### src/rtl/adder_arbiter.sv
// Round-robin arbiter sharing one N-bit adder between the PC-increment
// path (requester 0) and the ALU add path (requester 1).

// Unsigned adder; overflow is the carry out of the top bit.
module full_adder #(
  parameter int N = 64
) (
  input  logic [N-1:0] a,
  input  logic [N-1:0] b,
  output logic [N-1:0] sum,
  output logic         overflow
);

  assign {overflow, sum} = {1'b0, a} + {1'b0, b};

endmodule

module adder_arbiter #(
  parameter int N = 64
) (
  input  logic         clk,
  input  logic         rst_n,
  input  logic         req0_valid,
  input  logic [N-1:0] req0_a,
  input  logic [N-1:0] req0_b,
  output logic         req0_ready,
  input  logic         req1_valid,
  input  logic [N-1:0] req1_a,
  input  logic [N-1:0] req1_b,
  output logic         req1_ready,
  output logic         rsp0_valid,
  output logic [N-1:0] rsp0_sum,
  output logic         rsp0_overflow,
  input  logic         rsp0_ready,
  output logic         rsp1_valid,
  output logic [N-1:0] rsp1_sum,
  output logic         rsp1_overflow,
  input  logic         rsp1_ready,
  output logic [1:0]   grant
);

  logic [1:0]   rsp_valid_q, rsp_valid_d;
  logic [N-1:0] rsp0_sum_q, rsp0_sum_d;
  logic [N-1:0] rsp1_sum_q, rsp1_sum_d;
  logic [1:0]   rsp_ovf_q, rsp_ovf_d;
  logic         last_grant_q, last_grant_d;

  logic [1:0]   can_take;
  logic [1:0]   elig;
  logic [1:0]   grant_c;
  logic [N-1:0] op_a, op_b, add_sum;
  logic         add_ovf;

  // Eligibility and one-hot round-robin grant; nothing granted in reset.
  always_comb begin
    can_take = ~rsp_valid_q | {rsp1_ready, rsp0_ready};
    elig     = {req1_valid, req0_valid} & can_take;
    grant_c  = 2'b00;
    if (rst_n) begin
      unique case (1'b1)
        (elig == 2'b11): grant_c = last_grant_q ? 2'b01 : 2'b10;
        (elig == 2'b01): grant_c = 2'b01;
        (elig == 2'b10): grant_c = 2'b10;
        default:         grant_c = 2'b00;
      endcase
    end
  end

  assign grant      = grant_c;
  assign req0_ready = grant_c[0];
  assign req1_ready = grant_c[1];

  // Operand mux in front of the single shared adder.
  always_comb begin
    op_a = grant_c[1] ? req1_a : req0_a;
    op_b = grant_c[1] ? req1_b : req0_b;
  end

  full_adder #(.N(N)) u_add (
    .a        (op_a),
    .b        (op_b),
    .sum      (add_sum),
    .overflow (add_ovf)
  );

  // Next state: slots load on grant, drain on ready, else hold.
  always_comb begin
    last_grant_d = last_grant_q;
    if (grant_c != 2'b00) last_grant_d = grant_c[1];

    rsp_valid_d = grant_c |
                  (rsp_valid_q & ~{rsp1_ready, rsp0_ready});

    rsp0_sum_d = rsp0_sum_q;
    rsp1_sum_d = rsp1_sum_q;
    rsp_ovf_d  = rsp_ovf_q;
    if (grant_c[0]) begin
      rsp0_sum_d   = add_sum;
      rsp_ovf_d[0] = add_ovf;
    end
    if (grant_c[1]) begin
      rsp1_sum_d   = add_sum;
      rsp_ovf_d[1] = add_ovf;
    end
  end

  // State registers with synchronous active-low reset.
  always_ff @(posedge clk) begin
    if (!rst_n) begin
      rsp_valid_q  <= 2'b00;
      rsp0_sum_q   <= '0;
      rsp1_sum_q   <= '0;
      rsp_ovf_q    <= 2'b00;
      last_grant_q <= 1'b1;
    end else begin
      rsp_valid_q  <= rsp_valid_d;
      rsp0_sum_q   <= rsp0_sum_d;
      rsp1_sum_q   <= rsp1_sum_d;
      rsp_ovf_q    <= rsp_ovf_d;
      last_grant_q <= last_grant_d;
    end
  end

  assign rsp0_valid    = rsp_valid_q[0];
  assign rsp1_valid    = rsp_valid_q[1];
  assign rsp0_sum      = rsp0_sum_q;
  assign rsp1_sum      = rsp1_sum_q;
  assign rsp0_overflow = rsp_ovf_q[0];
  assign rsp1_overflow = rsp_ovf_q[1];

endmodule

### config.mk
export PLATFORM = sky130hd
export DESIGN_NAME = adder_arbiter
export DESIGN_NICKNAME = d
export VERILOG_FILES = /design/src/rtl/adder_arbiter.sv
export SDC_FILE = /design/constraint.sdc
export NUM_CORES = 1
export LEC_CHECK = 0
export CORE_AREA = 3 3 154 156
export CTS_CLUSTER_DIAMETER = 80
export DETAILED_ROUTE_END_ITERATION = 6
export DIE_AREA = 0 0 157 159
export GPL_TIMING_DRIVEN = 0
export PLACE_DENSITY = 0.87
export REMOVE_ABC_BUFFERS = 1
export SLEW_MARGIN = 20
export SYNTH_ARGS = -nofsm -noshare
export SYNTH_HDL_FRONTEND = slang
export SYNTH_SLANG_ARGS = --single-unit
### constraint.sdc
create_clock -name clk -period 9.6 [get_ports clk]
set_input_delay 2.4 -clock clk [delete_from_list [all_inputs] [get_ports clk]]
set_output_delay 2.4 -clock clk [all_outputs]
set_load 0.005 [all_outputs]
==> summary.txt <==
Status
  – Status: finished clean

Timing
  – Period utilisation layout: 0.830
  – Max-slew violation count: 0
  – RSZ-0062 raised after global routing: no
  – Rel. slew slack: 0.494
  – Final worst slack: 1.63 ns
  – Layout Skew: 0.0103 ns
  – Post-layout min period: ~8.0 ns
  – Worst-Margin Slew: 0.759 ns
  – Final setup fails: 0
  – Max Fclk: 125 MHz
  – Final Hold Vio Count: 0

Critical path
  – CP peak stage delay: 0.55 ns
  – CP required: approximately 9.9 ns
  – FF-to-FF path depth: 18
  – CP startpoint kind: input port
  – Critical path cell sequence: buf_4 -> buf_16 -> inv_4 -> a211o_4 -> buf_12 -> inv_6 -> buf_16 -> nand2_1 -> nand2_1 -> ha_1 -> inv_1 -> nor3_2 -> nand4_1 -> a2111oi_2 -> o21ai_1 -> a31oi_1 -> a21boi_0 -> mux2i_1 -> a31o_2
  – Worst Path Max Fanout: 82
  – Worst EP arrival: 8.29 ns
  – Crit Path Class: input port to register
  – Critical Path End Type: register
  – Crit-path slowest cell: a2111oi_2

Route
  – Vias/cell: 5.70
  – Via count: 12,300
  – Initial drt markers: 842
  – Number of remaining DRC errors: 0
  – DRT antenna net count: 0
  – Routed WL per cell: 17.7 um
  – Post-Route WL: 38,100 um
  – DRT Pass-1 Iters: 6

GRT
  – First-pass GRT wire length: 58,700 um
  – Antenna violations before repair: 0
  – Largest net degree at the start of global routing: around 90
  – Vias in the first global route: 11,600
  – Total track usage: 0.287
  – Global-route congestion overflow total: 0

Synthesis
  – Synth Instances: 1,545
  – Share of the synthesized area in the top cell type: 0.260
  – Register area share after synthesis: 0.260
  – Syn avg cell area: 6.64 um2
  – Dominant cell type by area after synthesis: dfxtp_1
  – Synth Flop Type: dfxtp_1
  – Fraction of registers with async set/reset: 0
  – Mapped cell area: approximately 10,000 um2
  – Synth warn: 0
  – Yosys reg bits: 133
  – Post-synth EDFFs: 0
  – Library cells used by synthesis: 71
  – Synth top cells by count: nand2_1 (484), dfxtp_1 (133), nand3_1 (101)
  – Count leader, synth: nand2_1
  – Top post-synthesis cells by area: dfxtp_1 (26%), nand2_1 (18%), ha_1 (7.8%)

Floorplan
  – Io pins: slightly below 400
  – Site Rows: 55
  – Core area: about 23,000 um2
  – DIE AREA: about 25,000 um2
  – Die Span Y: approximately 160 um
  – Starting Density: 0.456
  – Die width: 157 um

Layout
  – Layout cells sized above 1: 0.0348
  – Synth-to-Final Area Change: 46.5%
  – Antenna cells: 0
  – Multi-input logic area: 7070 um2
  – FF/Latch Area: 2660 um2
  – Design Area, Final: 15,000 um2
  – Filler cells: just under 2,000
  – NumNets Final: between 2,000 and 2,500

CTS
  – Post_cts resized: 0
  – CTS Buf Count: 17
  – Post-CTS Hold Fix Bufs: 0
  – CTS tree: built
  – # H-tree levels: 4
  – Post-CTS Repair Setup Buffers: 0
  – Clock transition at the registers of the reported paths: around 0.06 ns
  – CTS Buffer Depth: 2
  – Clock root buffer: clkbuf_16
  – Worst-Skew Late Latency: ~0.43 ns
  – CTS sink count: 133

Place
  – Cell Area, Placed: 14,400 um2
  – Post-placement worst setup slack: ~1.4 ns
  – Routability cong.: 0.916
  – PortBufs: 397
  – DP HPWL: around 29,000 um

Worst hold path
  – Hold Crit Class: register to register
  – Hold Crit Depth: 2

Power and ir drop
  – Peak supply drop: 0.102 mV
  – Lkg Pwr: 6.44 nW
  – Overall power: 2.44 mW
  – P per Cell Area: 162 nW/um2

Run
  – Max_cap viols: 0
[cell usage in the layout (no fill, tap or decap), drive strengths merged, types with 6 or more instances in the layout]
master	netlist	layout
nand2	484	484
clkdlybuf4s50	0	396
dfxtp	133	133
o21ai	106	106
nand3	101	101
a21oi	99	99
nor2	87	87
ha	64	64
a21o	40	40
nand4	37	37
xnor2	29	29
xor2	28	28
a31oi	25	25
inv	22	25
o21a	22	22
clkbuf	91	20
or3	13	13
nor3	13	13
o21bai	12	12
buf	24	11
and2	8	8
a211oi	8	8
o211ai	8	8
a21boi	8	8
a31o	7	7
o31ai	6	6
[where the power goes]
part	total, mW	switching [mW]	internal (mW)
combinational	1.07	0.566	0.509
clock	0.684	0.283	0.401
sequential	0.679	0.0428	0.637
[worst max-delay path: cells and delay by family]
family,cells,cell delay (ns)
muxes,1,0.22
adders and majority gates,1,0.27
and+or+nand+nor,4,0.70
AOI/OAI and AO/OA,6,2.37
buffers and inverters,7,2.17
[layer usage]
layer | vias up | GRT usage | part of all wire
met5 | - | 0 | 0
met4 | 0 | 0.0975 | 0.029
met3 | 88 | 0.0701 | 0.092
met2 | 583 | 0.499 | 0.48
met1 | 5640 | 0.344 | 0.40
li1 | 5957 | - | -
[stage by stage]
step	instances	hold WS [ns]	util	TNS (ns)
CTS	2154	0.456	0.668	0
global route	2154	0.482	0.668	0
global placement	2112	0.441	0.628	-1768.37
finish	2154	0.455	0.668	0
detailed placement	2122	0.448	0.641	0
floorplan	1430	0.448	-	-433.09
[final timing paths]
kind | end | from | slack (ns)
max reg2reg | rsp0_sum[54] | rsp_valid_q[0] | 4.12
max | rsp0_sum[54] | rst_n | 1.63
min reg2reg | rsp1_sum[53] | rsp1_sum[53] | 0.45
min | rsp1_sum[53] | rsp1_sum[53] | 0.45
[state kept, by name, indices dropped and copies added, names as in the netlist]
signal and cells:
rsp1_sum 64, last_grant_q 1, rsp_valid_q 2, rsp0_sum 64, rsp_ovf_q 2
[area by class of cell]
cell class / instances / share of cell area
multi-input combinational: 1275 / 0.471
timing repair buffer: 407 / 0.282
sequential: 133 / 0.177
clock buffer: 20 / 0.0304
tap: 285 / 0.0237
clock inverter: 12 / 0.00958
inverter: 22 / 0.00600
[kinds of logic (layout without fill, tap and decap cells)]
group	count (synthesis)	count (layout)	synth area share
buffers and inverters	137	461	0.0535
flip-flops	133	133	0.260
adder cells (fa/ha/maj)	65	65	0.0800
AO/OA/AOI/OAI	369	369	0.228
AND/OR/NAND/NOR	779	779	0.326
XOR/XNOR	57	57	0.0487
multiplexers	5	5	0.00488
(Power assumes the default switching activity.)
